==> src/rtl/barrett_seq_ctrl_2647.sv <==
// Sequential Barrett reducer mod 2647: one shared multiplier, valid/ready on both sides.
// Optional statistics counters (done_cnt, corr_cnt) are enabled by defining BARRETT_SEQ_STATS_EN.

module barrett_seq_chk_2647 #(
  parameter int Q     = 2647,
  parameter int DIN_W = 23
) (
  input logic             clk,
  input logic             rst,
  input logic             in_done,
  input logic [DIN_W-1:0] r
);
  localparam logic [DIN_W-1:0] Q_D = DIN_W'(Q);

  // the residue must be fully corrected whenever a result is presented
  a_r_lt_q : assert property (@(posedge clk) disable iff (rst) in_done |-> (r < Q_D));
endmodule

module barrett_seq_ctrl_2647 #(
  parameter int Q      = 2647,
  parameter int MU     = 6338,
  parameter int K      = 12,
  parameter int DIN_W  = 23,
  parameter int DOUT_W = 12
) (
  input  logic              clk,
  input  logic              rst,
  input  logic              in_valid,
  output logic              in_ready,
  input  logic [DIN_W-1:0]  in_data,
  output logic              out_valid,
  input  logic              out_ready,
  output logic [DOUT_W-1:0] out_data,
`ifdef BARRETT_SEQ_STATS_EN
  output logic [15:0]       done_cnt,
  output logic [15:0]       corr_cnt,
`endif
  output logic              busy
);

  localparam int P_W = 2*DIN_W - K;
  localparam logic [P_W-1:0]   MU_P = P_W'(MU);
  localparam logic [P_W-1:0]   Q_P  = P_W'(Q);
  localparam logic [DIN_W-1:0] Q_D  = DIN_W'(Q);

  typedef enum logic [2:0] {
    S_IDLE   = 3'd0,
    S_MUL_MU = 3'd1,
    S_MUL_Q  = 3'd2,
    S_CORR1  = 3'd3,
    S_CORR2  = 3'd4,
    S_DONE   = 3'd5
  } state_e;

  state_e              state_q, state_d;
  logic [DIN_W-1:0]    a_q, a_d;
  logic [DIN_W-1:0]    t_q, t_d;
  logic [DIN_W-1:0]    r_q, r_d;
  logic                in_ready_q, in_ready_d;
  logic                out_valid_q, out_valid_d;
  logic [DOUT_W-1:0]   out_data_q, out_data_d;
  logic                busy_q, busy_d;

  logic [P_W-1:0]      mul_a, mul_b, prod;

  // Single multiplier: (a>>K)*MU during MUL_MU, t*Q otherwise
  always_comb begin
    mul_a = '0;
    mul_b = '0;
    if (state_q == S_MUL_MU) begin
      mul_a = P_W'(a_q >> K);
      mul_b = MU_P;
    end else begin
      mul_a = P_W'(t_q);
      mul_b = Q_P;
    end
  end

  assign prod = mul_a * mul_b;

  // Next-state and datapath updates; output registers follow the next state
  always_comb begin
    state_d    = state_q;
    a_d        = a_q;
    t_d        = t_q;
    r_d        = r_q;
    out_data_d = out_data_q;
    case (state_q)
      S_IDLE: begin
        if (in_valid && in_ready_q) begin
          a_d     = in_data;
          state_d = S_MUL_MU;
        end else begin
          state_d = S_IDLE;
        end
      end
      S_MUL_MU: begin
        t_d     = DIN_W'(prod >> K);
        state_d = S_MUL_Q;
      end
      S_MUL_Q: begin
        // t never exceeds floor(a/Q), so the difference cannot go negative
        r_d     = a_q - prod[DIN_W-1:0];
        state_d = S_CORR1;
      end
      S_CORR1: begin
        if (r_q >= Q_D) begin
          r_d = r_q - Q_D;
        end else begin
          r_d = r_q;
        end
        state_d = S_CORR2;
      end
      S_CORR2: begin
        if (r_q >= Q_D) begin
          r_d = r_q - Q_D;
        end else begin
          r_d = r_q;
        end
        out_data_d = r_d[DOUT_W-1:0];
        state_d    = S_DONE;
      end
      S_DONE: begin
        if (out_ready) begin
          state_d = S_IDLE;
        end else begin
          state_d = S_DONE;
        end
      end
      default: begin
        state_d = S_IDLE;
      end
    endcase
    in_ready_d  = (state_d == S_IDLE);
    busy_d      = (state_d != S_IDLE);
    out_valid_d = (state_d == S_DONE);
  end

  // State and datapath registers with synchronous reset
  always_ff @(posedge clk) begin
    if (rst) begin
      state_q     <= S_IDLE;
      a_q         <= '0;
      t_q         <= '0;
      r_q         <= '0;
      in_ready_q  <= 1'b1;
      out_valid_q <= 1'b0;
      out_data_q  <= '0;
      busy_q      <= 1'b0;
    end else begin
      state_q     <= state_d;
      a_q         <= a_d;
      t_q         <= t_d;
      r_q         <= r_d;
      in_ready_q  <= in_ready_d;
      out_valid_q <= out_valid_d;
      out_data_q  <= out_data_d;
      busy_q      <= busy_d;
    end
  end

  assign in_ready  = in_ready_q;
  assign out_valid = out_valid_q;
  assign out_data  = out_data_q;
  assign busy      = busy_q;

`ifdef BARRETT_SEQ_STATS_EN
  logic [15:0] done_cnt_q, done_cnt_d;
  logic [15:0] corr_cnt_q, corr_cnt_d;
  logic        corr_hit;

  assign corr_hit = ((state_q == S_CORR1) || (state_q == S_CORR2)) && (r_q >= Q_D);

  // Handshake and correction counters, wrapping naturally at 16 bits
  always_comb begin
    done_cnt_d = done_cnt_q;
    corr_cnt_d = corr_cnt_q;
    if (out_valid_q && out_ready) begin
      done_cnt_d = done_cnt_q + 16'd1;
    end else begin
      done_cnt_d = done_cnt_q;
    end
    if (corr_hit) begin
      corr_cnt_d = corr_cnt_q + 16'd1;
    end else begin
      corr_cnt_d = corr_cnt_q;
    end
  end

  // Counter registers
  always_ff @(posedge clk) begin
    if (rst) begin
      done_cnt_q <= 16'd0;
      corr_cnt_q <= 16'd0;
    end else begin
      done_cnt_q <= done_cnt_d;
      corr_cnt_q <= corr_cnt_d;
    end
  end

  assign done_cnt = done_cnt_q;
  assign corr_cnt = corr_cnt_q;
`endif

  barrett_seq_chk_2647 #(.Q(Q), .DIN_W(DIN_W)) u_chk (
    .clk     (clk),
    .rst     (rst),
    .in_done (state_q == S_DONE),
    .r       (r_q)
  );

endmodule

==> config.mk <==
export PLATFORM = sky130hd
export DESIGN_NAME = barrett_seq_ctrl_2647
export DESIGN_NICKNAME = d
export VERILOG_FILES = /design/src/rtl/barrett_seq_ctrl_2647.sv
export SDC_FILE = /design/constraint.sdc
export NUM_CORES = 1
export LEC_CHECK = 0
export CAP_MARGIN = 10
export CORE_ASPECT_RATIO = 1.2
export CORE_MARGIN = 3
export CORE_UTILIZATION = 35
export CTS_CLUSTER_DIAMETER = 40
export DETAILED_ROUTE_END_ITERATION = 10
export GPL_ROUTABILITY_DRIVEN = 0
export GPL_TIMING_DRIVEN = 0
export HOLD_SLACK_MARGIN = 0.1
export PLACE_DENSITY_LB_ADDON = 0.12
export SETUP_SLACK_MARGIN = 0.02
export SYNTH_ARGS = -nofsm -noshare
export SYNTH_HDL_FRONTEND = slang
export SYNTH_HIERARCHICAL = 1
export SYNTH_SLANG_ARGS = --single-unit
==> constraint.sdc <==
create_clock -name clk -period 22 [get_ports clk]
set_input_delay 3.3 -clock clk [delete_from_list [all_inputs] [get_ports clk]]
set_output_delay 3.3 -clock clk [all_outputs]
set_load 0.02 [all_outputs]
==> flow_summary.toml, run 1 <==
[outcome]
status = "completed"

[logic_synthesis]
synth_enable_flop_cells = 0
ys_seq_area_frac = 0.151
synth-compound-area-share = 0.159
yosys.area_share.simple = 0.142
ys.flop_type = "dfxtp_1"
syn_avg_cell_area_um2 = 8.36
async_flop_share = 0
synth_cell_types = 74
synth_fa_ha_area_frac = 0.391
ys_warn_count = 6
netlist_instances = 1366
synth_top_family_by_area = "adder cells"
syn-cell-area_um2 = 11400
synth-xor-area-share = 0.0388
synth_seq_cells = 86
synthMuxAreaShare = 0.00274

[worst_setup_path]
cp_slowest_stage_delay_ns = 0.74
cp_max_fo = 10
endpoint_kind = "register"
cp-start-kind = "register"
critPathArrivalTime_ns = 9.07
crit_type = "reg -> reg"
crit_required_ns = 22.27
crit_slowest_cell = "nor2_1"

[final_layout]
layout_commonest_cell = "inv_1"
fin_cells = 1851
syn2layout_area_growth_pct = 11.8
drive_above_1_share = 0.0359
nets = 1750
layout_common_cells = "inv_1 (293), nand2_1 (153), ha_1 (147)"
n_antenna_cell = 0

[global_routing]
grt_max_degree = 15
grt_overflow = 0
grt_use_total = 0.189
grt_pass1_vias = 9539
antenna_found_initial = 0
grt_pass1_wl_mm = 51.6

[timing]
post-route-period-util = 0.400
rsz0062_at_grt = "no"
tns_ns = 0
maxSlewHeadroom = 0.385
hold_violations = 0
clock_skew_ns = 0.00862
final_max_slew_viol_count = 0
fmax_ghz = 0.114
worst_pin_slew_ns = 0.919
min_period_ns = 8.80
setup_viol = 0

[cts]
cts_buffers = 9
cts-root-buf = "clkbuf_16"
htreeDepth = 3
worstSkewPairLatency_ns = 0.35
cts_buffer_depth = 2
cts_setup_buffers = 0
clk_pin_slew_ns = 0.07
cts_hold_buf = 0
cts.sinks = 86
cts_tree = "done"
cts.repair.resized = 0

[worst_hold_path]
hp-class = "reg -> reg"

[die]
core_area_um2 = 31800
die_y_um = 204
io_pins = 42
rows = 71
start_util = 0.359
die_area_um2 = 34800
chipWidth_um = 171

[placed_design]
dp.cells = 1835
place_hpwl_mm = 27.1
port_buffers = 41

[drt]
routed_wl_mm = 32.0
ant_nets = 0
viasPerCell = 5.04
drc_errors = 0
drt-initial-drc-count = 450
wl_per_cell_um = 17.3
vias = 9321
drt-pass1-iter-count = 7

[run]
drv_cap = 0
## path summary, 6_finish.rpt
kind	slack [ns]	startpoint	to	cells after the start
worst max register to register	13.20	state_q[1]	r_q[21]	32
worst min register to register	0.46	out_data[10]	out_data[10]	2
worst max-delay path	13.20	state_q[1]	r_q[21]	32
worst min-delay path	0.46	out_data[10]	out_data[10]	2
## routing by layer
| metal | wire length (um) | share of wire | global-route usage | vias up |
|---|---|---|---|---|
| li1 | - | - | - | 4614 |
| met1 | 14000 | 0.44 | 0.240 | 4519 |
| met3 | 952 | 0.030 | 0.0228 | 37 |
| met4 | 677 | 0.021 | 0.0434 | 0 |
| met5 | 0 | 0 | 0 | - |
| met2 | 16400 | 0.51 | 0.343 | 151 |
## layout make-up
cell class                 instances  area [um2]
buffer                            39         219
tap                              401         502
fill                            3348       19000
clock buffer                      11         253
inverter                         293        1100
sequential                        86        1720
clock inverter                     5        81.3
timing repair buffer              41         410
multi-input combinational        975        8480
## logic make-up after synthesis
logic type	count (synthesis)
flip-flops	86
XOR/XNOR	49
buffers and inverters	332
adder cells (fa/ha/maj)	278
other	2
AND/OR/NAND/NOR	342
multiplexers	3
AO/OA/AOI/OAI	274
## stage by stage
step           utilization  instance area, um2  setup slack [ns]  hold slack, ns
2_1_floorplan            -               11500             15.03           0.436
3_3_place_gp         0.391               12400             13.21           0.447
3_5_place_dp         0.391               12400             13.20           0.450
4_1_cts              0.401               12800             13.14           0.460
5_1_grt              0.401               12800             12.46           0.487
6_report             0.401               12800             13.20           0.459
## critical path: cells and delay by family, from the launching register on
| family | cells | cell delay (ns) |
|---|---|---|
| AOI/OAI and AO/OA | 12 | 2.47 |
| xor gates and xnor gates | 1 | 0.20 |
| adders and majority gates | 7 | 2.77 |
| buffers and inverters | 7 | 1.38 |
| DFF | 1 | 0.31 |
| and+or+nand+nor | 5 | 1.55 |
## flip-flops by register name (all words and copies together), names as in the netlist
register,flops
busy,1
state_q,3
t_q,22
r_q,23
out_data,12
out_valid,1
in_ready,1
a_q,23
## synth_stat cells, types with 5 or more instances
master    number  area share
inv_1        293       0.096
xor2_1        17       0.013
or3_1         13      0.0071
nand3b_1       5      0.0033
nor3_1        16      0.0070
or2_2         11      0.0060
a21oi_1       85       0.037
and3_1         9      0.0049
nand3_1       21      0.0092
dfxtp_1       86        0.15
a211oi_1      19       0.012
nand2b_1       5      0.0027
a21o_1        24       0.016
and2_1        21       0.012
clkbuf_1      30      0.0099
nand2_1      153       0.050
fa_1         131        0.23
a31oi_1       19       0.010
a221o_1        5      0.0044
o21a_1         8      0.0053
o21ai_0       44       0.019
nor2_1        60       0.020
o211ai_1      15      0.0099
ha_1         147        0.16
xnor2_1       31       0.024
Power of run 1 is left out: the tool's default activity adds up to more than one toggle a clock period on the data nets, which glitch-free logic cannot reach.
==> run 2: changes to the inputs <==
Clock period 22 ns to 8.8 ns, I/O delays scaled along.
==> run 2 against run 1 <==
Effect of this change: cell count hardly changed; global-route usage stayed put; clock skew is 0.00066 ns lower; hold slack better by 0.00060 ns; non-clock buffer count is 1 lower; critical path depth is 1 lower; die area stayed put; sequential share of layout area hardly changed; worst setup slack worse by 13 ns; register-to-register slack worse by 13 ns; via count is 0.12% higher.
==> flow_summary.toml, run 2 (synthesized netlist as in run 1, its figures left out) <==
[outcome]
status = "completed"

[worst_setup_path]
endpoint_kind = "register"
cp_max_fo = 10
r2r_start = "state_q[1]"
crit_required_ns = 9.07
crit_slowest_cell = "fa_1"
cp_slowest_stage_delay_ns = 0.54
cp-start-kind = "register"
crit_start = "state_q[1]"
worst-r2r-setup-slack_ns = 0.64
critPathArrivalTime_ns = 8.43
crit_type = "reg -> reg"

[cts]
clk_pin_slew_ns = 0.07
cts_tree = "done"
worstSkewPairLatency_ns = 0.36
cts_buffer_depth = 2
cts-root-buf = "clkbuf_16"
htreeDepth = 3
cts_setup_buffers = 0
cts.sinks = 86
cts_buffers = 9

[drt]
drt-pass1-iter-count = 5
vias = 9332
routed_wl_mm = 32.0
ant_nets = 0
viasPerCell = 5.04
drc_errors = 0
drt-initial-drc-count = 454
wl_per_cell_um = 17.3

[timing]
maxSlewHeadroom = 0.460
hold_violations = 0
rsz0062_at_grt = "yes"
clock_skew_ns = 0.00796
tns_ns = 0
final_max_slew_viol_count = 0
post-route-period-util = 0.927
min_period_ns = 8.16
fmax_ghz = 0.123
setup_viol = 0
setup_ws_ns = 0.642
worst_pin_slew_ns = 0.811

[die]
die_y_um = 204
die_area_um2 = 34800
chipWidth_um = 171
core_area_um2 = 31800
start_util = 0.359
rows = 71
io_pins = 42

[global_routing]
grt_use_total = 0.189
grt_pass1_vias = 9539
grt_overflow = 0
grt_pass1_wl_mm = 51.6
grt_max_degree = 15
antenna_found_initial = 0

[final_layout]
syn2layout_area_growth_pct = 11.9
layout_commonest_cell = "inv_1"
drive_above_1_share = 0.0407
regArea_um2 = 1720
layout_common_cells = "inv_1 (293), nand2_1 (153), ha_1 (147)"
nFillCells = 3344
n_antenna_cell = 0
fin_cells = 1850
multiInputGateArea_um2 = 8490
reg_top3 = "a_q: 23 flops, r_q: 23 flops, t_q: 22 flops"
nets = 1749

[placed_design]
port_buffers = 41
dp.cells = 1835
place_hpwl_mm = 27.1
post-place-ws_ns = -0.00326

[run]
drv_cap = 0

[worst_hold_path]
holdCritStartpoint = "out_data[10]"
hp-class = "reg -> reg"
-- run 2: path summary, 6_finish.rpt --
| check | endpoint | depth (start not counted) |
|---|---|---|
| max | r_q[21] | 31 |
| min | out_data[10] | 2 |
| max reg2reg | r_q[21] | 31 |
| min reg2reg | out_data[10] | 2 |
-- run 2: final cells by class --
type                       instances  area share
inverter                         293      0.0861
timing repair buffer              41      0.0321
tap                              401      0.0393
sequential                        86       0.135
clock inverter                     5     0.00636
multi-input combinational        975       0.664
buffer                            38      0.0174
clock buffer                      11      0.0198
-- run 2: repair_timing --
action                     in CTS  in global routing
resized for setup               1                 13
hold buffers                    0                  0
setup endpoints to repair       1                  6
-- run 2: worst max-delay path: cells and delay by family, from the launching register on --
kind / cells / cell delay (ns)
buffers and inverters: 7 / 0.96
AND/OR/NAND/NOR: 5 / 1.34
flip-flops: 1 / 0.31
XOR/XNOR: 1 / 0.20
AO/OA/AOI/OAI: 11 / 2.29
adder cells (fa/ha/maj): 7 / 2.98
-- run 2: metrics by stage --
| step | utilization | hold slack (ns) | instance area [um2] |
|---|---|---|---|
| floorplan | - | 0.436 | 11500 |
| global placement | 0.391 | 0.447 | 12400 |
| finish | 0.402 | 0.460 | 12800 |
| detailed placement | 0.391 | 0.450 | 12400 |
| CTS | 0.402 | 0.460 | 12800 |
| global route | 0.402 | 0.487 | 12800 |
-- run 2: routing by layer --
metal  wire, um  up-vias  GRT usage
met5          0        -          0
met4        652        0     0.0434
met1      13900     4534      0.240
li1           -     4605          -
met3        950       38     0.0228
met2      16400      155      0.343
Power of run 2 is left out for the same reason.
